**config.mk**
```make
export PLATFORM = sky130hd
export DESIGN_NAME = adc_trigger_sequencer
export DESIGN_NICKNAME = d
export VERILOG_FILES = /design/src/rtl/adc_trigger_sequencer_pkg.sv /design/src/rtl/adc_trigger_sequencer_delay.sv /design/src/rtl/adc_trigger_sequencer.sv
export SDC_FILE = /design/constraint.sdc
export NUM_CORES = 1
export LEC_CHECK = 0
export ABC_AREA = 1
export CAP_MARGIN = 10
export CORE_UTILIZATION = 30
export CTS_CLUSTER_DIAMETER = 60
export DETAILED_ROUTE_END_ITERATION = 7
export GPL_ROUTABILITY_DRIVEN = 0
export HOLD_SLACK_MARGIN = 0.12
export PLACE_DENSITY_LB_ADDON = 0.15
export SYNTH_ARGS = -nofsm -noshare
export SYNTH_HDL_FRONTEND = slang
export SYNTH_HIERARCHICAL = 1
export SYNTH_SLANG_ARGS = --single-unit
```
**constraint.sdc**
```tcl
create_clock -name adc_sampleclk -period 3.48 [get_ports adc_sampleclk]
set_input_delay 0.696 -clock adc_sampleclk [delete_from_list [all_inputs] [get_ports adc_sampleclk]]
set_output_delay 0.696 -clock adc_sampleclk [all_outputs]
set_load 0.1 [all_outputs]
```
**src/rtl/adc_trigger_sequencer_pkg.sv**
```systemverilog
// rtl/adc_trigger_sequencer_pkg.sv - shared state encodings and defaults for the ADC trigger sequencer
package adc_trigger_sequencer_pkg;

  localparam int DEFAULT_PRE_DEPTH = 64;

  localparam logic [1:0] ENC_IDLE      = 2'd0;
  localparam logic [1:0] ENC_WAIT_TRIG = 2'd1;
  localparam logic [1:0] ENC_CAPTURE   = 2'd2;
  localparam logic [1:0] ENC_DONE      = 2'd3;

  typedef enum logic [1:0] {
    IDLE      = ENC_IDLE,
    WAIT_TRIG = ENC_WAIT_TRIG,
    CAPTURE   = ENC_CAPTURE,
    DONE      = ENC_DONE
  } seq_state_e;

endpackage

```
**src/rtl/adc_trigger_sequencer_delay.sv**
```systemverilog
// rtl/adc_trigger_sequencer_delay.sv - circular history RAM giving a programmable sample delay
module adc_presample_delay
  import adc_trigger_sequencer_pkg::*;
#(
  parameter int DATA_W = 12,
  parameter int DEPTH  = DEFAULT_PRE_DEPTH,
  localparam int AW    = $clog2(DEPTH)
) (
  input  logic              clk,
  input  logic              reset_n,
  input  logic [DATA_W-1:0] din,
  input  logic [AW-1:0]     delay,
  output logic [DATA_W-1:0] dout
);

  logic [DATA_W-1:0] mem [DEPTH];
  logic [AW-1:0]     wr_ptr;
  logic [AW-1:0]     rd_addr;

  assign rd_addr = wr_ptr - delay;

  always_ff @(posedge clk) begin
    mem[wr_ptr] <= din;
  end

  // Zero delay reads the slot being written this cycle, so bypass the RAM.
  always_ff @(posedge clk or negedge reset_n) begin
    if (!reset_n) begin
      wr_ptr <= '0;
      dout   <= '0;
    end else begin
      wr_ptr <= wr_ptr + 1'b1;
      dout   <= (delay == '0) ? din : mem[rd_addr];
    end
  end

endmodule

```
**src/rtl/adc_trigger_sequencer.sv**
```systemverilog
// rtl/adc_trigger_sequencer.sv - arm/trigger sequencer streaming pre-trigger history to the capture FIFO
module adc_trigger_sequencer
  import adc_trigger_sequencer_pkg::*;
#(
  parameter int DATA_W    = 12,
  parameter int PRE_DEPTH = DEFAULT_PRE_DEPTH,
  parameter int CNT_W     = 32
) (
  input  logic                         adc_sampleclk,
  input  logic                         reset_n,
  input  logic [DATA_W-1:0]            adc_datain,
  input  logic                         arm_i,
  input  logic                         trig_i,
  input  logic [$clog2(PRE_DEPTH)-1:0] presamples_i,
  input  logic [CNT_W-1:0]             samples_i,
  input  logic                         capture_stop_i,
  output logic [DATA_W-1:0]            adc_data_o,
  output logic                         adc_capture_go_o,
  output logic                         adc_write_mask_o,
  output logic                         armed_o,
  output logic                         capture_done_o,
  output logic                         presample_short_o
);

  localparam int PW = $clog2(PRE_DEPTH);

  seq_state_e       state, state_next;
  logic             arm_d, trig_d;
  logic             arm_edge, arm_lost, trig_edge;
  logic [PW-1:0]    pre_l, fill_ctr, fill_next, stale_ctr;
  logic [CNT_W-1:0] num_l, rem_ctr;
  logic             short_q, is_short;

  assign arm_edge  = arm_i & ~arm_d;
  assign arm_lost  = ~arm_i & ~arm_d;
  assign trig_edge = trig_i & ~trig_d;
  // fill_next includes the trigger cycle's own sample
  assign fill_next = (fill_ctr == PW'(PRE_DEPTH - 1)) ? fill_ctr : fill_ctr + 1'b1;
  assign is_short  = fill_next < pre_l;

  adc_presample_delay #(
    .DATA_W (DATA_W),
    .DEPTH  (PRE_DEPTH)
  ) u_delay (
    .clk     (adc_sampleclk),
    .reset_n (reset_n),
    .din     (adc_datain),
    .delay   (pre_l),
    .dout    (adc_data_o)
  );

  always_comb begin
    state_next = state;
    case (state)
      WAIT_TRIG: begin
        if (arm_lost)       state_next = IDLE;
        else if (trig_edge) state_next = (num_l == '0) ? DONE : CAPTURE;
      end
      CAPTURE: begin
        if (arm_lost)                                         state_next = IDLE;
        else if (capture_stop_i)                              state_next = DONE;
        else if (stale_ctr == '0 && rem_ctr == CNT_W'(1))     state_next = DONE;
      end
      default: ;
    endcase
    if (arm_edge) state_next = WAIT_TRIG;
  end

  always_ff @(posedge adc_sampleclk or negedge reset_n) begin
    if (!reset_n) begin
      state     <= IDLE;
      arm_d     <= 1'b0;
      trig_d    <= 1'b0;
      pre_l     <= '0;
      num_l     <= '0;
      fill_ctr  <= '0;
      stale_ctr <= '0;
      rem_ctr   <= '0;
      short_q   <= 1'b0;
    end else begin
      state  <= state_next;
      arm_d  <= arm_i;
      trig_d <= trig_i;
      if (arm_edge) begin
        pre_l    <= presamples_i;
        num_l    <= samples_i;
        fill_ctr <= '0;
        short_q  <= 1'b0;
      end else begin
        case (state)
          WAIT_TRIG: begin
            fill_ctr <= fill_next;
            if (!arm_lost && trig_edge) begin
              short_q   <= is_short;
              stale_ctr <= is_short ? pre_l - fill_next : '0;
              rem_ctr   <= num_l;
            end
          end
          CAPTURE: begin
            // Stale pre-arm beats are skipped without consuming the sample budget
            if (stale_ctr != '0)     stale_ctr <= stale_ctr - 1'b1;
            else if (rem_ctr != '0)  rem_ctr   <= rem_ctr - CNT_W'(1);
          end
          default: ;
        endcase
      end
    end
  end

  assign adc_capture_go_o  = (state == CAPTURE);
  assign adc_write_mask_o  = (state == CAPTURE) && (stale_ctr == '0);
  assign armed_o           = (state == WAIT_TRIG);
  assign capture_done_o    = (state == DONE);
  assign presample_short_o = short_q;

endmodule

```
==> results.yml <==
run_status:
  status: "finished clean"
yosys:
  synthMuxAreaShare_pct: 0
  ys_types: 36
  synth-compound-area-share_pct: 1.972
  seq_area_frac_synth_pct: 65.21
  ys_ff_latch: 873
  yosys_warnings: 6
  synthAdderAreaFrac_pct: 0.7685
  syn-num-nets: 4185
  synth_top_family_by_area: "simple AND/OR/NAND/NOR gates"
  avgSynthCellArea_um2: 9.593
  synth_xor_area_share_pct: 0.5018
  syn_inst: 4107
  synthesis.area_um2: 39400
  synthSimpleGateAreaFrac_pct: 23.69
clock_network:
  h-tree-depth: 3
  cts_tree: "done"
  cts.sinks: 873
  cts-hold-fix-buffers: 1
  clock_latency_ns: 0.73
  cts_inserted_buffers: 105
  cts-root-buf: "clkbuf_16"
  post_cts_buffers: 0
  clk_pin_slew_ns: 0.06
  cts_buffer_depth: 3
  post_cts_resized: 0
global_route:
  antenna_found_initial: 2
  grt_use_met2_pct: 28.90
  grt_overflow: 0
  grt_max_degree: 84
  met1_usage_pct: 25.91
  grt_pass1_wl_um: 181300
  gr-max-usage-layer: "met2"
  grt_usage_pct: 18.45
  grt_pass1_vias: 26910
  grt_util_met3_pct: 3.277
finish:
  drive_above_1_share_pct: 8.258
  area_growth_pct: 17.45
  layout_commonest_cell: "nand2_1"
  stdcell_count: 6065
  final_cell_mix: "nand2_1, edfxtp_1, nand3_1, inv_1, nor2_1"
  nets: 4314
  num_antenna_cells: 0
worst_setup_path:
  critPathLaunchType: "flop"
  critPathRequiredTime_ns: 4.12
  path_buf_inv: 3
  critPathTopFamily: "adder cells"
  slowest_stage: "fa_4"
  path_cells: "inv_1 -> ha_4 -> fa_4 -> buf_12 -> buf_4 -> nand2_1 -> o21ai_0 -> nand2_1 -> nand3_1 -> nand3_1 -> nand3_1 -> nand3_1 -> nand2_1"
  path_class: "flop to flop"
  crit_path_end_kind: "flop"
  cp_data_arrival_time_ns: 4.04
  cp_max_fo: 31
  crit_top_cell: "nand3_1"
  cpPeakStageDelay_ns: 0.86
die:
  die_w_um: 364.4
  io_pins: 72
  core_um2: 129800
  dieArea_um2: 132800
  die_h_um: 364.4
  initial_core_util_pct: 30.35
  rows: 132
placed_design:
  dp.cells: 5870
  dp_hpwl_um: 75420
  port_buffers: 71
detailed_routing:
  first_pass_iters: 5
  vias_per_cell: 4.592
  routed-via-count: 27850
  drtAntennaViolNets: 0
  wl_per_cell_um: 20.07
  drtIter0Drc: 2329
  wirelength_um: 121700
  drc: 0
power_and_ir_drop:
  p_seq_share_pct: 41.2
  power.switching_w: 0.009805
  p_total_w: 0.02955
  power_frac_clock_pct: 36.4
  p_leak_nw: 19.65
  peakVddDrop_mv: 0.6569
  switching_share_pct: 33.18
  combPwrFrac_pct: 22.4
  power_density_nw_per_um2: 638.6
  internal_power_w: 0.01975
sta:
  slew_headroom_pct: 32.30
  slew_viol_final: 0
  fmaxAchievable_mhz: 294.2
  fin_crit_ns: 3.399
  setup_viol: 0
  hold_violations: 0
  skew_ns: 0.04711
  fin_crit_sh_pct: 97.67
  finalSetupTns_ns: 0
  hold_ws_ns: 0.4872
  tightest_slew_ns: 1.013
  rsz0062_at_grt: "false"
flow_run:
  cap_violations: 0
hold_path:
  hp-class: "primary input to flop"
[cell families after synthesis]
logic type,after synthesis
compound gates,143
xor+xnor,21
flops,873
buf+inv,797
fa+ha+maj,23
simple gates,2250
[power groups by stage]
| stage | clock network, W | registers (W) | logic, W |
|---|---|---|---|
| 2_1_floorplan | 0 | 0.0127 | 0.00382 |
| 3_3_place_gp | 0 | 0.0124 | 0.00668 |
| 3_5_place_dp | 0 | 0.0124 | 0.00668 |
| 4_1_cts | 0.0110 | 0.0122 | 0.00670 |
| 5_1_grt | 0.0114 | 0.0122 | 0.00731 |
| 6_report | 0.0107 | 0.0122 | 0.00662 |
[sequential cells by signal, summed over array words and instances (netlist names)]
signal / cells
u_delay/mem: 768
stale_ctr: 6
pre_l: 6
state: 2
presample_short_o: 1
rem_ctr: 32
u_delay/wr_ptr: 6
fill_ctr: 6
trig_d: 1
u_delay/dout: 12
num_l: 32
arm_d: 1
[cell type report]
cell class	count	area, um^2
fillers	13210	83540
flip-flops and latches	873	25690
multi-input cells	2437	10670
clock buffers	129	2770
inverters	606	2287
well taps	1742	2180
repair buffers	213	2077
clock inverters	65	596.8
[synth_stat cells (all sizes together)]
library cell	number	area share [%]
a21oi	21	0.28
o21bai	5	0.095
fa	2	0.10
buf	88	1.1
xor2	14	0.31
nand3	622	7.9
xnor2	6	0.13
ha	21	0.67
inv	603	5.7
clkbuf	103	0.98
nand3b	4	0.076
xnor3	1	0.057
or2	2	0.032
o31ai	1	0.019
o21ai	108	1.4
dfrtp	105	6.7
nor2	187	1.9
o22ai	3	0.048
nand4	10	0.16
clkinv	3	0.029
nand2	1422	14
nor3	3	0.038
a22oi	2	0.038
edfxtp	768	59
o211ai	3	0.057
[final timing paths]
kind / startpoint / depth (start not counted) / slack, ns / to
setup / recovery: u_delay/wr_ptr[0] / 13 / 0.08 / u_delay/dout[2]
hold / removal: trig_i / 1 / 0.49 / trig_d
setup reg to reg: u_delay/wr_ptr[0] / 13 / 0.08 / u_delay/dout[2]
hold reg to reg: rem_ctr[31] / 2 / 0.51 / rem_ctr[31]
max in group asynchronous: reset_n / 3 / 2.08 / num_l[23]
min in group asynchronous: reset_n / 2 / 0.57 / num_l[1]
[metrics by stage]
stage | util [%] | setup WS [ns] | cell area (um^2)
3_5_place_dp | 33.04 | 0.1829 | 42890
3_3_place_gp | 33.04 | 0.2322 | 42890
5_1_grt | 35.64 | 0.03836 | 46270
2_1_floorplan | - | 0.01942 | 39400
6_report | 35.64 | 0.08092 | 46270
4_1_cts | 35.64 | 0.1678 | 46270
[per-layer routing]
metal	vias to the layer above	wire [um]	share of wire (%)
met5	-	19	0.016
met4	4	3533	2.9
met3	175	6347	5.2
met2	677	55300	45
met1	13460	56540	46
li1	13540	-	-
Power figures use the tool's default switching activity.
